## src/rtl/turf_wb_initiator.sv

```systemverilog
// Single-outstanding WISHBONE classic host: takes one command, runs the bus
// cycle with retry and timeout handling, then presents a held response.
module turf_wb_initiator #(
    parameter int TIMEOUT_CYCLES = 1024,
    parameter int MAX_RETRIES    = 3
) (
    input  logic        clk_i,
    input  logic        rst_i,
    input  logic        cmd_valid_i,
    output logic        cmd_ready_o,
    input  logic        cmd_we_i,
    input  logic [27:0] cmd_adr_i,
    input  logic [31:0] cmd_dat_i,
    input  logic [3:0]  cmd_sel_i,
    output logic        rsp_valid_o,
    input  logic        rsp_ready_i,
    output logic [31:0] rsp_dat_o,
    output logic [1:0]  rsp_status_o,
    output logic        wb_cyc_o,
    output logic        wb_stb_o,
    output logic        wb_we_o,
    output logic [27:0] wb_adr_o,
    output logic [31:0] wb_dat_o,
    output logic [3:0]  wb_sel_o,
    input  logic [31:0] wb_dat_i,
    input  logic        wb_ack_i,
    input  logic        wb_err_i,
    input  logic        wb_rty_i
);

    typedef enum logic [1:0] {IDLE, BUS, GAP, RESP} state_t;

    localparam logic [15:0] TMO_LAST = 16'(TIMEOUT_CYCLES - 1);
    localparam logic [3:0]  RTY_MAX  = 4'(MAX_RETRIES);

    localparam logic [1:0] ST_OK   = 2'b00;
    localparam logic [1:0] ST_ERR  = 2'b01;
    localparam logic [1:0] ST_RTY  = 2'b10;
    localparam logic [1:0] ST_TMO  = 2'b11;

    state_t      state_q, state_d;
    logic        we_q, we_d;
    logic [27:0] adr_q, adr_d;
    logic [31:0] dat_q, dat_d;
    logic [3:0]  sel_q, sel_d;
    logic [3:0]  retry_q, retry_d;
    logic [15:0] tmo_q, tmo_d;
    logic [31:0] rsp_dat_q, rsp_dat_d;
    logic [1:0]  rsp_st_q, rsp_st_d;

    always_ff @(posedge clk_i or negedge rst_i) begin
        if (!rst_i) begin
            state_q   <= IDLE;
            we_q      <= 1'b0;
            adr_q     <= '0;
            dat_q     <= '0;
            sel_q     <= '0;
            retry_q   <= '0;
            tmo_q     <= '0;
            rsp_dat_q <= '0;
            rsp_st_q  <= '0;
        end else begin
            state_q   <= state_d;
            we_q      <= we_d;
            adr_q     <= adr_d;
            dat_q     <= dat_d;
            sel_q     <= sel_d;
            retry_q   <= retry_d;
            tmo_q     <= tmo_d;
            rsp_dat_q <= rsp_dat_d;
            rsp_st_q  <= rsp_st_d;
        end
    end

    always_comb begin
        state_d   = state_q;
        we_d      = we_q;
        adr_d     = adr_q;
        dat_d     = dat_q;
        sel_d     = sel_q;
        retry_d   = retry_q;
        tmo_d     = tmo_q;
        rsp_dat_d = rsp_dat_q;
        rsp_st_d  = rsp_st_q;
        case (state_q)
            IDLE: begin
                if (cmd_valid_i) begin
                    we_d    = cmd_we_i;
                    adr_d   = cmd_adr_i;
                    dat_d   = cmd_dat_i;
                    sel_d   = cmd_sel_i;
                    retry_d = '0;
                    tmo_d   = '0;
                    state_d = BUS;
                end
            end
            BUS: begin
                // Terminations are resolved ack > err > rty > timeout.
                if (wb_ack_i) begin
                    rsp_dat_d = we_q ? 32'h0 : wb_dat_i;
                    rsp_st_d  = ST_OK;
                    state_d   = RESP;
                end else if (wb_err_i) begin
                    rsp_dat_d = '0;
                    rsp_st_d  = ST_ERR;
                    state_d   = RESP;
                end else if (wb_rty_i) begin
                    if (retry_q < RTY_MAX) begin
                        retry_d = retry_q + 4'd1;
                        state_d = GAP;
                    end else begin
                        rsp_dat_d = '0;
                        rsp_st_d  = ST_RTY;
                        state_d   = RESP;
                    end
                end else if (tmo_q == TMO_LAST) begin
                    rsp_dat_d = '0;
                    rsp_st_d  = ST_TMO;
                    state_d   = RESP;
                end else begin
                    tmo_d = tmo_q + 16'd1;
                end
            end
            GAP: begin
                tmo_d   = '0;
                state_d = BUS;
            end
            RESP: begin
                if (rsp_ready_i) state_d = IDLE;
            end
            default: state_d = IDLE;
        endcase
    end

    // Gating with rst_i keeps cmd_ready low while reset is held.
    assign cmd_ready_o  = (state_q == IDLE) && rst_i;
    assign rsp_valid_o  = (state_q == RESP);
    assign rsp_dat_o    = rsp_dat_q;
    assign rsp_status_o = rsp_st_q;
    assign wb_cyc_o     = (state_q == BUS);
    assign wb_stb_o     = (state_q == BUS);
    assign wb_we_o      = we_q;
    assign wb_adr_o     = adr_q;
    assign wb_dat_o     = dat_q;
    assign wb_sel_o     = sel_q;

endmodule

```

## config.mk

```make
export PLATFORM = sky130hd
export DESIGN_NAME = turf_wb_initiator
export DESIGN_NICKNAME = d
export VERILOG_FILES = /design/src/rtl/turf_wb_initiator.sv
export SDC_FILE = /design/constraint.sdc
export NUM_CORES = 1
export LEC_CHECK = 0
export CAP_MARGIN = 20
export CORE_ASPECT_RATIO = 1.5
export CORE_MARGIN = 2
export CORE_UTILIZATION = 44
export CTS_BUF_LIST = sky130_fd_sc_hd__clkbuf_4 sky130_fd_sc_hd__clkbuf_8
export DETAILED_ROUTE_END_ITERATION = 8
export GPL_TIMING_DRIVEN = 0
export HOLD_SLACK_MARGIN = 0.02
export PLACE_DENSITY_LB_ADDON = 0.08
export SLEW_MARGIN = 20
export SYNTH_ARGS = -nofsm -noshare
export SYNTH_HDL_FRONTEND = slang
export SYNTH_SLANG_ARGS = --single-unit
```

## constraint.sdc

```tcl
create_clock -name clk_i -period 2.8 [get_ports clk_i]
set_clock_uncertainty 0.05 [all_clocks]
set_input_delay 0.7 -clock clk_i [delete_from_list [all_inputs] [get_ports clk_i]]
set_output_delay 0.7 -clock clk_i [all_outputs]
set_load 0.1 [all_outputs]
```

==> metrics.md <==
| Metric | Value |
|---|---|
| WL per Instance | `15.2 um` |
| Ant diodes | `0` |
| FP Rows | `47` |
| Final number of hold-violating endpoints | `0` |
| Critical path's top delay family | `buffers and inverters` |
| CTS tree | `yes` |
| # IOs | `207` |
| RSZ-0062 raised after global routing | `no` |
| Met1 Use GR | `24.8%` |
| Die Area | `12400 um^2` |
| GRT Util Overall | `23.3%` |
| Core Region | `11100 um^2` |
| Cts repair resizes | `23` |
| Placed cell area | `7330 um^2` |
| Final design area excluding fillers | `7790 um^2` |
| Yosys warnings | `0` |
| Post-route ant nets | `0` |
| Tightest Hold Check Type | `input pin to asynchronous set/reset pin` |
| Routed WL | `13.9 mm` |
| Most common cell in the netlist | `nand2_1` |
| Slew margin rel. | `30.4%` |
| Clk Latency, worst-skew pair | `0.43 ns` |
| Number of synthesized flops with an enable pin | `0` |
| Synthesized area per cell | `9.57 um^2` |
| Register area | `3030 um^2` |
| CTS buffer count | `17` |
| Worst r2r src | `tmo_q[12]` |
| Die X | `91.5 um` |
| Number of global-route vias before repair | `4751` |
| Final setup violation count | `0` |
| GR Util met2 | `41.0%` |
| Post-synthesis sequential area ratio | `59.9%` |
| Post-synth top flop | `dfrtp_1` |
| Avg Vias per Cell | `5.04` |
| IO buf count | `206` |
| CP Capture Type | `primary output` |
| FILL cells | `845` |
| Setup crit start kind | `flip-flop` |
| Fin nets | `859` |
| Hold_buf cts | `0` |
| Iter 0 DRT Violations | `173` |
| Die H | `135 um` |
| Distinct cells, synth | `35` |
| Crit path cell chain | `clkdlybuf4s50_1` |
| Global route overflow | `0` |
| Setup repair bufs after CTS | `0` |
| Global-route wire length before repair | `22.8 mm` |
| Detail Placement HPWL | `10.3 mm` |
| Max-Cap Viols | `0` |
| CP bufs+invs | `1` |
| Pin count of the biggest net entering global routing | `67` |
| R2r worst-path depth | `7` |
| Clock root cell | `clkbuf_8` |
| Residual DRC | `0` |
| Post-Syn Area | `5050 um^2` |
| Yosys top cell by area | `dfrtp_1` |
| Top post-synthesis cells by area | `dfrtp_1, nand2_1, a21o_1` |
| Fraction of layout cells with a size suffix above 1 | `6.67%` |
| Min cycle time layout | `2.72 ns` |
| Footprint of the multi-input gates | `1870 um^2` |
| Area grow syn2layout | `54.1%` |
| Max stage delay on crit path | `1.18 ns` |
| Data required, critical path | `2.05 ns` |
| Slew Limit Fails | `0` |
| Final cycle utilization of the critical path | `97.0%` |
| Met3 usage | `8.29%` |
| Slew @ Worst Pin | `1.04 ns` |
| Critical-path maximum fanout | `2` |
| RD Place Congestion | `0.811` |
| Worst path slowest cell | `clkdlybuf4s50_1` |
| Syn nets | `634` |
| #FFs+latches synth | `121` |
| Reg2reg setup slack | `0.34 ns` |
| Clock Sinks | `121` |
| Most instantiated cells after synthesis | `nand2_1, dfrtp_1, and3_1` |
| Worst r2r dst | `tmo_q[5]` |
| CTS H-tree lvls | `4` |
| Status | `complete, no violations` |
| Worst Setup Path Type | `flip-flop to primary output` |
| Arr. time, crit path | `1.97 ns` |
| Via count | `4594` |
| CTS clk-pin slew, worst paths | `0.07 ns` |
| Async SR Flop Fraction | `100%` |
| Starting Density | `45.5%` |
| Initial antenna violation count | `0` |
| Fmax | `0.368 GHz` |
| Yosys top cell area share | `59.9%` |
| Pre-Repair DR Iteration Count | `4` |
| Cells after Synth | `528` |
| Clock Path Buffers | `2` |
| Gr busiest metal | `met2` |
## final cells by class
type,count,share of cell area (%)
plain buffers,28,1.94
clock buffers,22,3.65
clock inverters,9,2.18
inverters,3,0.145
multi-input cells,375,23.9
flip-flops and latches,121,38.9
well taps,147,2.36
repair buffers,207,26.9
## metal layers
layer,up-vias,share of wire (%)
li1,2195,-
met4,0,2.8
met3,26,7.2
met1,2213,37
met2,160,53
met5,-,0
## how the worst max path moves through the flow
stage,start,to,slack (ns),cells past startpoint
global placement,rst_i,cmd_ready_o,-4.77,3
floorplan,state_q[1],wb_stb_o,0.28,5
global route,rst_i,cmd_ready_o,0.0003,4
detailed placement,rst_i,cmd_ready_o,-0.86,4
CTS,wb_we_o,wb_we_o,0.01,1
finish,wb_adr_o[9],wb_adr_o[9],0.08,1
## per-stage QoR
stage	util, %	std cells	TNS [ns]	setup WS [ns]	hold WS, ns
2_1_floorplan	-	528	0	0.276	0.354
3_3_place_gp	65.7	881	-458.90	-4.77	0.408
3_5_place_dp	65.9	882	-1.95	-0.856	0.412
4_1_cts	70.0	912	0	0.0122	0.130
5_1_grt	70.1	912	0	0.000290	0.136
6_report	70.1	912	0	0.0849	0.135
## cell usage in the layout, fill, tap and decap left out, drive strengths merged, types with 14 or more instances in the layout
cell type,n
nand2,206
clkdlybuf4s50,200
dfrtp,121
clkbuf,41
and3,34
a21o,32
o21ai,23
nor2,17
nand3,16
buf,14
## kinds of logic (layout without fill, tap and decap cells)
logic type | after synthesis | count (layout) | synth area share, %
fa+ha+maj | 2 | 2 | 0.495
buf+inv | 32 | 269 | 3.22
compound gates | 77 | 77 | 10.4
flops | 121 | 121 | 59.9
simple gates | 295 | 295 | 25.6
mux | 1 | 1 | 0.297
## state kept, by name (all words and copies together) (netlist names)
signal and cells:
retry_q 4, rsp_dat_o 32, rsp_status_o 2, state_q 2, tmo_q 16, wb_adr_o 28, wb_dat_o 32, wb_sel_o 4
wb_we_o 1
Power is left out: the tool's default activity adds up to more than one toggle a clock period on the data nets, which glitch-free logic cannot reach.
